==> src/rtl/fib_lookup_ctrl.sv <==
// FIB binary-search-tree lookup controller: walks node table from the root,
// comparing the latched key against each node's data word, one node read per hop.
module fib_lookup_ctrl #(
   parameter int unsigned WORD_SIZE    = 16,
   parameter int unsigned POINTER_SIZE = 16,
   parameter int unsigned HOP_WIDTH    = 8,
   parameter int unsigned MAX_HOPS     = 32
) (
   input  logic                    clk_in,
   input  logic                    rst_n_in,
   input  logic [POINTER_SIZE-1:0] root_pointer_in,
   input  logic                    root_valid_in,
   input  logic                    req_valid_in,
   input  logic [WORD_SIZE-1:0]    req_key_in,
   output logic                    req_ready_out,
   output logic                    mem_rd_en_out,
   output logic [POINTER_SIZE-1:0] mem_addr_out,
   input  logic [WORD_SIZE-1:0]    node_data_word_in,
   input  logic                    node_valid_bit_in,
   input  logic [POINTER_SIZE-1:0] node_left_pointer_in,
   input  logic [POINTER_SIZE-1:0] node_right_pointer_in,
   input  logic                    node_left_pointer_valid_bit_in,
   input  logic                    node_right_pointer_valid_bit_in,
   output logic                    resp_valid_out,
   input  logic                    resp_ready_in,
   output logic                    resp_found_out,
   output logic                    resp_error_out,
   output logic [POINTER_SIZE-1:0] resp_pointer_out,
   output logic [HOP_WIDTH-1:0]    resp_hops_out,
   output logic                    busy_out
);

   localparam logic [HOP_WIDTH-1:0] MaxHopsW = HOP_WIDTH'(MAX_HOPS);

   typedef enum logic [1:0] {StIdle, StRead, StEval, StResp} state_e;

   state_e                  state_q, state_d;
   logic [WORD_SIZE-1:0]    key_q, key_d;
   logic [POINTER_SIZE-1:0] cur_ptr_q, cur_ptr_d;
   logic [POINTER_SIZE-1:0] resp_ptr_q, resp_ptr_d;
   logic [HOP_WIDTH-1:0]    hops_q, hops_d;
   logic                    found_q, found_d;
   logic                    error_q, error_d;

   logic                    go_left;
   logic                    nxt_valid;
   logic [POINTER_SIZE-1:0] nxt_ptr;

   always_ff @(posedge clk_in or negedge rst_n_in) begin
      if (!rst_n_in) begin
         state_q    <= StIdle;
         key_q      <= '0;
         cur_ptr_q  <= '0;
         resp_ptr_q <= '0;
         hops_q     <= '0;
         found_q    <= 1'b0;
         error_q    <= 1'b0;
      end else begin
         state_q    <= state_d;
         key_q      <= key_d;
         cur_ptr_q  <= cur_ptr_d;
         resp_ptr_q <= resp_ptr_d;
         hops_q     <= hops_d;
         found_q    <= found_d;
         error_q    <= error_d;
      end
   end

   // Child selection only matters when the key differs from the node word.
   assign go_left   = key_q < node_data_word_in;
   assign nxt_valid = go_left ? node_left_pointer_valid_bit_in : node_right_pointer_valid_bit_in;
   assign nxt_ptr   = go_left ? node_left_pointer_in : node_right_pointer_in;

   always_comb begin
      state_d    = state_q;
      key_d      = key_q;
      cur_ptr_d  = cur_ptr_q;
      resp_ptr_d = resp_ptr_q;
      hops_d     = hops_q;
      found_d    = found_q;
      error_d    = error_q;
      unique case (state_q)
         StIdle: begin
            if (req_valid_in) begin
               key_d      = req_key_in;
               hops_d     = '0;
               found_d    = 1'b0;
               error_d    = 1'b0;
               resp_ptr_d = '0;
               if (root_valid_in) begin
                  cur_ptr_d = root_pointer_in;
                  state_d   = StRead;
               end else begin
                  state_d = StResp;
               end
            end
         end
         StRead: begin
            hops_d  = hops_q + HOP_WIDTH'(1);
            state_d = StEval;
         end
         StEval: begin
            state_d = StResp;
            if (!node_valid_bit_in) begin
               found_d = 1'b0;
            end else if (key_q == node_data_word_in) begin
               found_d    = 1'b1;
               resp_ptr_d = cur_ptr_q;
            end else if (nxt_valid) begin
               if (hops_q == MaxHopsW) begin
                  error_d = 1'b1;
               end else begin
                  cur_ptr_d = nxt_ptr;
                  state_d   = StRead;
               end
            end
         end
         StResp: begin
            if (resp_ready_in) state_d = StIdle;
         end
         default: state_d = StIdle;
      endcase
   end

   always_comb begin
      req_ready_out    = state_q == StIdle;
      mem_rd_en_out    = state_q == StRead;
      resp_valid_out   = state_q == StResp;
      busy_out         = state_q != StIdle;
      mem_addr_out     = cur_ptr_q;
      resp_found_out   = found_q;
      resp_error_out   = error_q;
      resp_pointer_out = resp_ptr_q;
      resp_hops_out    = hops_q;
   end

endmodule

==> config.mk <==
export PLATFORM = sky130hd
export DESIGN_NAME = fib_lookup_ctrl
export DESIGN_NICKNAME = d
export VERILOG_FILES = /design/src/rtl/fib_lookup_ctrl.sv
export SDC_FILE = /design/constraint.sdc
export NUM_CORES = 1
export LEC_CHECK = 0
export ABC_CLOCK_PERIOD_IN_PS = 4300
export CORE_MARGIN = 5
export CORE_UTILIZATION = 30
export CTS_BUF_LIST = sky130_fd_sc_hd__clkbuf_4 sky130_fd_sc_hd__clkbuf_8 sky130_fd_sc_hd__clkbuf_16
export DETAILED_ROUTE_END_ITERATION = 6
export HOLD_SLACK_MARGIN = 0.03
export PLACE_DENSITY_LB_ADDON = 0.12
export SLEW_MARGIN = 30
export SYNTH_ARGS = -nofsm -noshare
export SYNTH_HDL_FRONTEND = slang
export SYNTH_SLANG_ARGS = --single-unit
==> constraint.sdc <==
create_clock -name clk_in -period 4.3 [get_ports clk_in]
set_clock_uncertainty 0.1 [all_clocks]
set_input_delay 0.43 -clock clk_in [delete_from_list [all_inputs] [get_ports clk_in]]
set_output_delay 0.43 -clock clk_in [all_outputs]
set_load 0.03 [all_outputs]
# After elaboration in Yosys (flattened, before gate mapping)
# Index checks and enable logic that the tools add are counted.
# W data, S select, Z words.
[totals]
input_bits = 88
reg_bits = 60
elab_cells = 67
out_inout_bits = 46
[classes]
add_sub_neg = 1
n_lt_le_gt_ge = 1
n_eq_ne = 15
reduce_logical = 11
n_mux = 32
[ops]
columns = ["cell", "n"]
rows = [
  ["$mux W16", 10],
  ["$pmux W16 S2", 2],
  ["$eq A16 B16 Y1", 1],
  ["$lt A16 B16 Y1", 1],
  ["$ne A2 B2 Y1 const B", 8],
  ["$pmux W8 S2", 1],
  ["$mux W2", 7],
  ["$add A8 B1 Y8 const B", 1],
  ["$eq A8 B6 Y1 const B", 1],
  ["$mux W1", 8],
  ["$mux W8", 1],
  ["$pmux W2 S4", 1],
  ["$reduce_and A7 Y1", 1],
  ["$reduce_and A2 Y1", 3],
  ["$reduce_and A6 Y1", 1],
  ["$reduce_bool A2 Y1", 3],
  ["$eq A2 B2 Y1 const B", 2],
  ["$pmux W1 S2", 2],
  ["$reduce_and A4 Y1", 1],
  ["$ne A3 B3 Y1 const B", 1],
  ["$reduce_and A3 Y1", 1],
  ["$eq A2 B1 Y1 const B", 1],
  ["$logic_not A2 Y1", 1],
  ["$ne A2 B1 Y1 const B", 1],
]

# Longest topological paths before layout
[depth]
ltp_word = 7
mapped_depth = 10
mapped_depth_nobuf = 8

# Least setup slack after synthesis
# OpenSTA, ideal clock, no wires.
[synth_timing]
path_type = "input -> register"
start = "input port node_data_word_in[11]"
end = "register cur_ptr_q[10], in the netlist mem_addr_out[10]"
n_path_buf = 1
t_arrival_ns = 2.467
path_stages = 9
path_slack_ns = 1.608
required_time_ns = 4.075
setup_ns = 0.125
cell_sequence = "inv_1 > ha_1 > a21oi_1 > o21ai_2 > a211oi_4 > a31oi_2 > a211oi_4 > buf_12 > mux2_4"
[synth_between]
elab_chain_cells = 7
word_cells_on_any_way = 12
classes_between = "order compare (1); eq/ne (3); mux (7); reduce/logical (1)"
[synth_rtl]
columns = ["element", "line_no", "rtl"]
rows = [
  ["from (decl)", "18", "input logic [WORD_SIZE-1:0] node_data_word_in,"],
  ["$lt A16 B16 Y1", "70", "assign go_left = key_q < node_data_word_in;"],
  ["$mux W16", "72", "assign nxt_ptr = go_left ? node_left_pointer_in : node_right_pointer_in;"],
  ["$mux W16", "110", "if (hops_q == MaxHopsW) begin"],
  ["$mux W16", "109", "end else if (nxt_valid) begin"],
  ["$mux W16", "106", "end else if (key_q == node_data_word_in) begin"],
  ["$mux W16", "104", "if (!node_valid_bit_in) begin"],
  ["$pmux W16 S2", "82", "unique case (state_q)"],
  ["to (signal assigned)", "61", "cur_ptr_q <= cur_ptr_d;"],
  ["to (decl)", "39", "logic [POINTER_SIZE-1:0] cur_ptr_q, cur_ptr_d;"],
]
# Parallel ways exist; a longest one is shown, timed or not. The select of a mux whose other input is x is not followed.
# A chain may end at the register's enable or synchronous reset.

# Worst setup path in the final report
[layout_timing]
start = "input port node_data_word_in[11]"
end = "register cur_ptr_q[1], in the netlist mem_addr_out[1]"
# Same word-level chain as after synthesis.

==> run summary <==
The total count of hold-check failures in the final report was 0. From left edge to right edge, the die measures 118 µm. The clock root buffer master was sky130_fd_sc_hd__clkbuf_16. The tools report the wire length of the first global-routing pass as 18000 µm. Of all nets on the critical path, the largest fanout is 18.

Summed over its instances, the top area cell type makes up 43.2% of the synthesized netlist area. The later pin in the worst-skew pair is clocked with a latency of 0.32 ns. STA classifies the critical path startpoint as a primary input. The synthesized design spends more area on one cell type than any other, namely sky130_fd_sc_hd__dfrtp_1. The mean instance size in the synthesized netlist was 9.96 µm². The count of nets left with antenna violations once routing finished came out at 0. The run finished with clean final reports.

Counting flops with a built-in enable in the synthesized netlist gives 0. After floorplanning, the core was sized to cover 11400 µm². The Yosys step of the flow raised 0 warnings.

Counting the buffers created by CTS gives 9. The clock period minus final worst setup slack was 3.00 ns. Counting every sink on the clock net gives 60. After clock tree synthesis, the repair step resized 0 gates. Before antenna repair, the detailed router went through 4 iterations.

Detailed placement finished with a half-perimeter wire length of 8020 µm. The tools report the number of inserted filler cells in the final layout as 1121. The critical path is of the primary input to flop type.

The share of the Yosys chip area taken by registers is 43.2%. Headroom to the max-slew limit came out at 42.7%. STA puts the critical path data arrival time at 3.11 ns.

In this run the worst hold path is classified as primary input to asynchronous set/reset pin. The logs give 0.760 for the final estimated routing congestion in global placement and 15.9% for the global-route usage over all layers. Cell with the largest stage delay on the worst path: sky130_fd_sc_hd__clkdlybuf4s50_1. Setup violations remaining at the end of the flow were counted as 0.

Once the floorplan was initialized, standard cells occupied 30.6% of the core. The tools report the endpoint type of the worst setup path as a flop. Row generation in the floorplan step produced 39 rows. Once the clock tree was built, the setup fixing pass inserted 0 buffers.

Number of max-cap violations: 0. The run gives 455 as the total nets after synthesis. TritonCTS built the clock tree.

For the highest achievable clock rate, the log shows 333 MHz. After global routing the overflow that remains totals 0. After synthesis, the share of flip-flops with an asynchronous set or reset is 100%.

The tools report the full die area as 13800 µm². The biggest cell delay along the critical path works out to 0.45 ns. Remaining routing DRC violations: 0. Setup repair after global routing left no endpoint under its margin. The logs give 3 for the number of H-tree branching levels and 2 for the deepest clock path buffer count.

The mapped netlist covers 3470 µm². After synthesis the netlist holds a flip-flop and latch count of 60. The initial antenna violation count was 0; the register clock-pin slew on the reported worst setup and hold paths was 0.06 ns. The design draws 3200 µW. The I/O pin count came out at 134. For this run, the leading register cell type out of synthesis is sky130_fd_sc_hd__dfrtp_1. Using the TritonRoute via totals, the vias-per-cell ratio works out to 4.95. IR analysis of the VDD net gives a maximum drop of 0.319 mV.

Relative to the synthesized area, the layout overhead comes to 51.3%. The tools report the largest net degree at the start of global routing as 32. The transition time at the pin with the least slew margin is 0.860 ns. In the post-synthesis netlist, the biggest area contributors are sky130_fd_sc_hd__dfrtp_1 (43%), sky130_fd_sc_hd__nand2_1 (7.9%), sky130_fd_sc_hd__ha_1 (6.5%). Measured on the finished design, the core utilization comes to 46.2%. The count of nets after finishing was 586; the number of port buffers was 133.

For the number of max-slew violations in the final report, the log shows 0. For this design the static power due to leakage is 0.00233 µW. The required time of the critical path is 4.41 ns, and the number of global-route vias before repair is 3400.

After the first detailed-routing iteration, the DRC count stood at 158. Synthesis handed over a netlist of 349 instances. Across all layers, the routed design uses 3114 vias. The post-route netlist has 13.6% of its cells at a drive strength greater than 1.

After detailed routing, the total wire length is 10700 µm. In this run, post-CTS hold repair placed 0 buffers. Of the available clock period, the critical path in the final layout requires 69.8%. The die is 118 µm tall.

Summed over all failing endpoints, the final setup total negative slack is 0 ns. In the final routed layout, each cell accounts on average for 17.0 µm. In this run the power density over the cells is 609 nW/µm².

The critical path goes through clkdlybuf4s50_1 > inv_1 > ha_1 > a21oi_1 > o21ai_2 > a211oi_4 > buf_4 > a31oi_2 > a211oi_4 > buf_4 > mux2_2. Final hold analysis gives a worst-case slack of 0.0524 ns. After synthesis, the netlist uses 51 different library cells.
cells in the mapped netlist (7+ instances only):
cell	number
sky130_fd_sc_hd__a21oi_1	11
sky130_fd_sc_hd__a22o_1	16
sky130_fd_sc_hd__a311o_1	16
sky130_fd_sc_hd__a31oi_1	16
sky130_fd_sc_hd__and2_1	9
sky130_fd_sc_hd__and2_2	10
sky130_fd_sc_hd__clkbuf_1	10
sky130_fd_sc_hd__dfrtp_1	60
sky130_fd_sc_hd__ha_1	18
sky130_fd_sc_hd__inv_1	22
sky130_fd_sc_hd__mux2_4	10
sky130_fd_sc_hd__nand2_1	73
sky130_fd_sc_hd__nand3_1	8
sky130_fd_sc_hd__nand4_1	7
sky130_fd_sc_hd__nor2_1	7
registers in the layout (all words and copies together) (netlist names):
register,flops
resp_found_out,1
resp_error_out,1
key_q,16
mem_addr_out,16
state_q,2
resp_hops_out,8
resp_pointer_out,16
critical path: cells and delay by family:
family,cells,cell delay (ns)
multiplexers,1,0.38
buffers and inverters,4,1.08
adder cells (fa/ha/maj),1,0.32
AO/OA/AOI/OAI,5,0.89
final cells by class:
cell class | instances | area [µm²] | share of cell area [%]
Clock buffer | 13 | 274 | 5.21
Antenna cell | 1 | 2.50 | 0.0476
Multi-Input combinational cell | 249 | 1790 | 34.0
Clock inverter | 3 | 67.6 | 1.29
Sequential cell | 60 | 1500 | 28.6
Inverter | 22 | 82.6 | 1.57
Timing Repair Buffer | 138 | 1360 | 25.9
Tap cell | 143 | 179 | 3.40
stage by stage:
stage / setup WS, ns / cells / instance area (µm²)
floorplan: 1.61 / 349 / 3470
global route: 1.17 / 628 / 5250
detailed placement: 0.940 / 612 / 4910
finish: 1.30 / 629 / 5260
global placement: 0.853 / 612 / 4910
CTS: 1.28 / 628 / 5250
cells in the final DEF (no fill, tap or decap), types with 2 or more instances in the layout:
master                            synthesis  routed
sky130_fd_sc_hd__a211oi_4                 2       2
sky130_fd_sc_hd__clkdlybuf4s50_1          0     132
sky130_fd_sc_hd__clkbuf_16                0       9
sky130_fd_sc_hd__and2_1                   9       9
sky130_fd_sc_hd__a21oi_2                  1       2
sky130_fd_sc_hd__mux2_2                   6       6
sky130_fd_sc_hd__nand4_1                  7       7
sky130_fd_sc_hd__nand2_1                 73      73
sky130_fd_sc_hd__clkbuf_8                 1       3
sky130_fd_sc_hd__mux2i_1                  2       2
sky130_fd_sc_hd__dfrtp_1                 60      60
sky130_fd_sc_hd__a21o_1                   2       2
sky130_fd_sc_hd__o21ai_0                  6       6
sky130_fd_sc_hd__inv_1                   22      22
sky130_fd_sc_hd__bufinv_16                0       2
sky130_fd_sc_hd__a311o_1                 16      16
sky130_fd_sc_hd__a31oi_1                 16      16
sky130_fd_sc_hd__mux2_4                  10      10
sky130_fd_sc_hd__a22o_1                  16      16
sky130_fd_sc_hd__ha_1                    18      18
sky130_fd_sc_hd__nor2_1                   7       7
sky130_fd_sc_hd__or2_2                    2       2
sky130_fd_sc_hd__buf_4                    0       5
sky130_fd_sc_hd__and2_2                  10      10
sky130_fd_sc_hd__o31ai_1                  2       2
sky130_fd_sc_hd__a21oi_1                 11      10
sky130_fd_sc_hd__nand3_1                  8       8
sky130_fd_sc_hd__a311oi_1                 2       2
power breakdown:
part	internal (µW)	switching, µW
registers	743	161
clock network	561	252
logic	681	804
total	1990	1220
per-layer routing:
layer	up-vias	part of all wire [%]	GRT usage (%)
met4	0	1.8	5.59
met3	15	6.3	4.28
met5	-	0	0
met2	109	45	24.8
met1	1470	47	21.1
li1	1520	-	-
cell families (layout without fill, tap and decap cells):
group	count (synthesis)	count (layout)	share of synthesized area, %
buffers and inverters	40	176	5.76
xor gates and xnor gates	1	1	0.252
other	0	1	0
adders and majority gates	18	18	6.48
and+or+nand+nor	130	130	18.7
DFF	60	60	43.2
AOI/OAI and AO/OA	82	82	18.8
muxes	18	18	6.84
worst paths after layout:
path                                             from                              end  slack [ns]  cells past startpoint
min in group clk_in             key_q[11]$_DFFE_PN0P_            key_q[11]$_DFFE_PN0P_        0.37                      2
worst max register to register  key_q[11]$_DFFE_PN0P_      mem_addr_out[1]$_DFFE_PN0P_        1.53                      9
worst min-delay path                         rst_n_in  resp_pointer_out[3]$_DFFE_PN0P_        0.05                      1
worst max-delay path            node_data_word_in[11]      mem_addr_out[1]$_DFFE_PN0P_        1.30                     11
max in group asynchronous                    rst_n_in           state_q[1]$_DFFE_PN0P_        3.14                      2
worst min register to register  key_q[11]$_DFFE_PN0P_            key_q[11]$_DFFE_PN0P_        0.37                      2
Power figures use the tool's default switching activity.
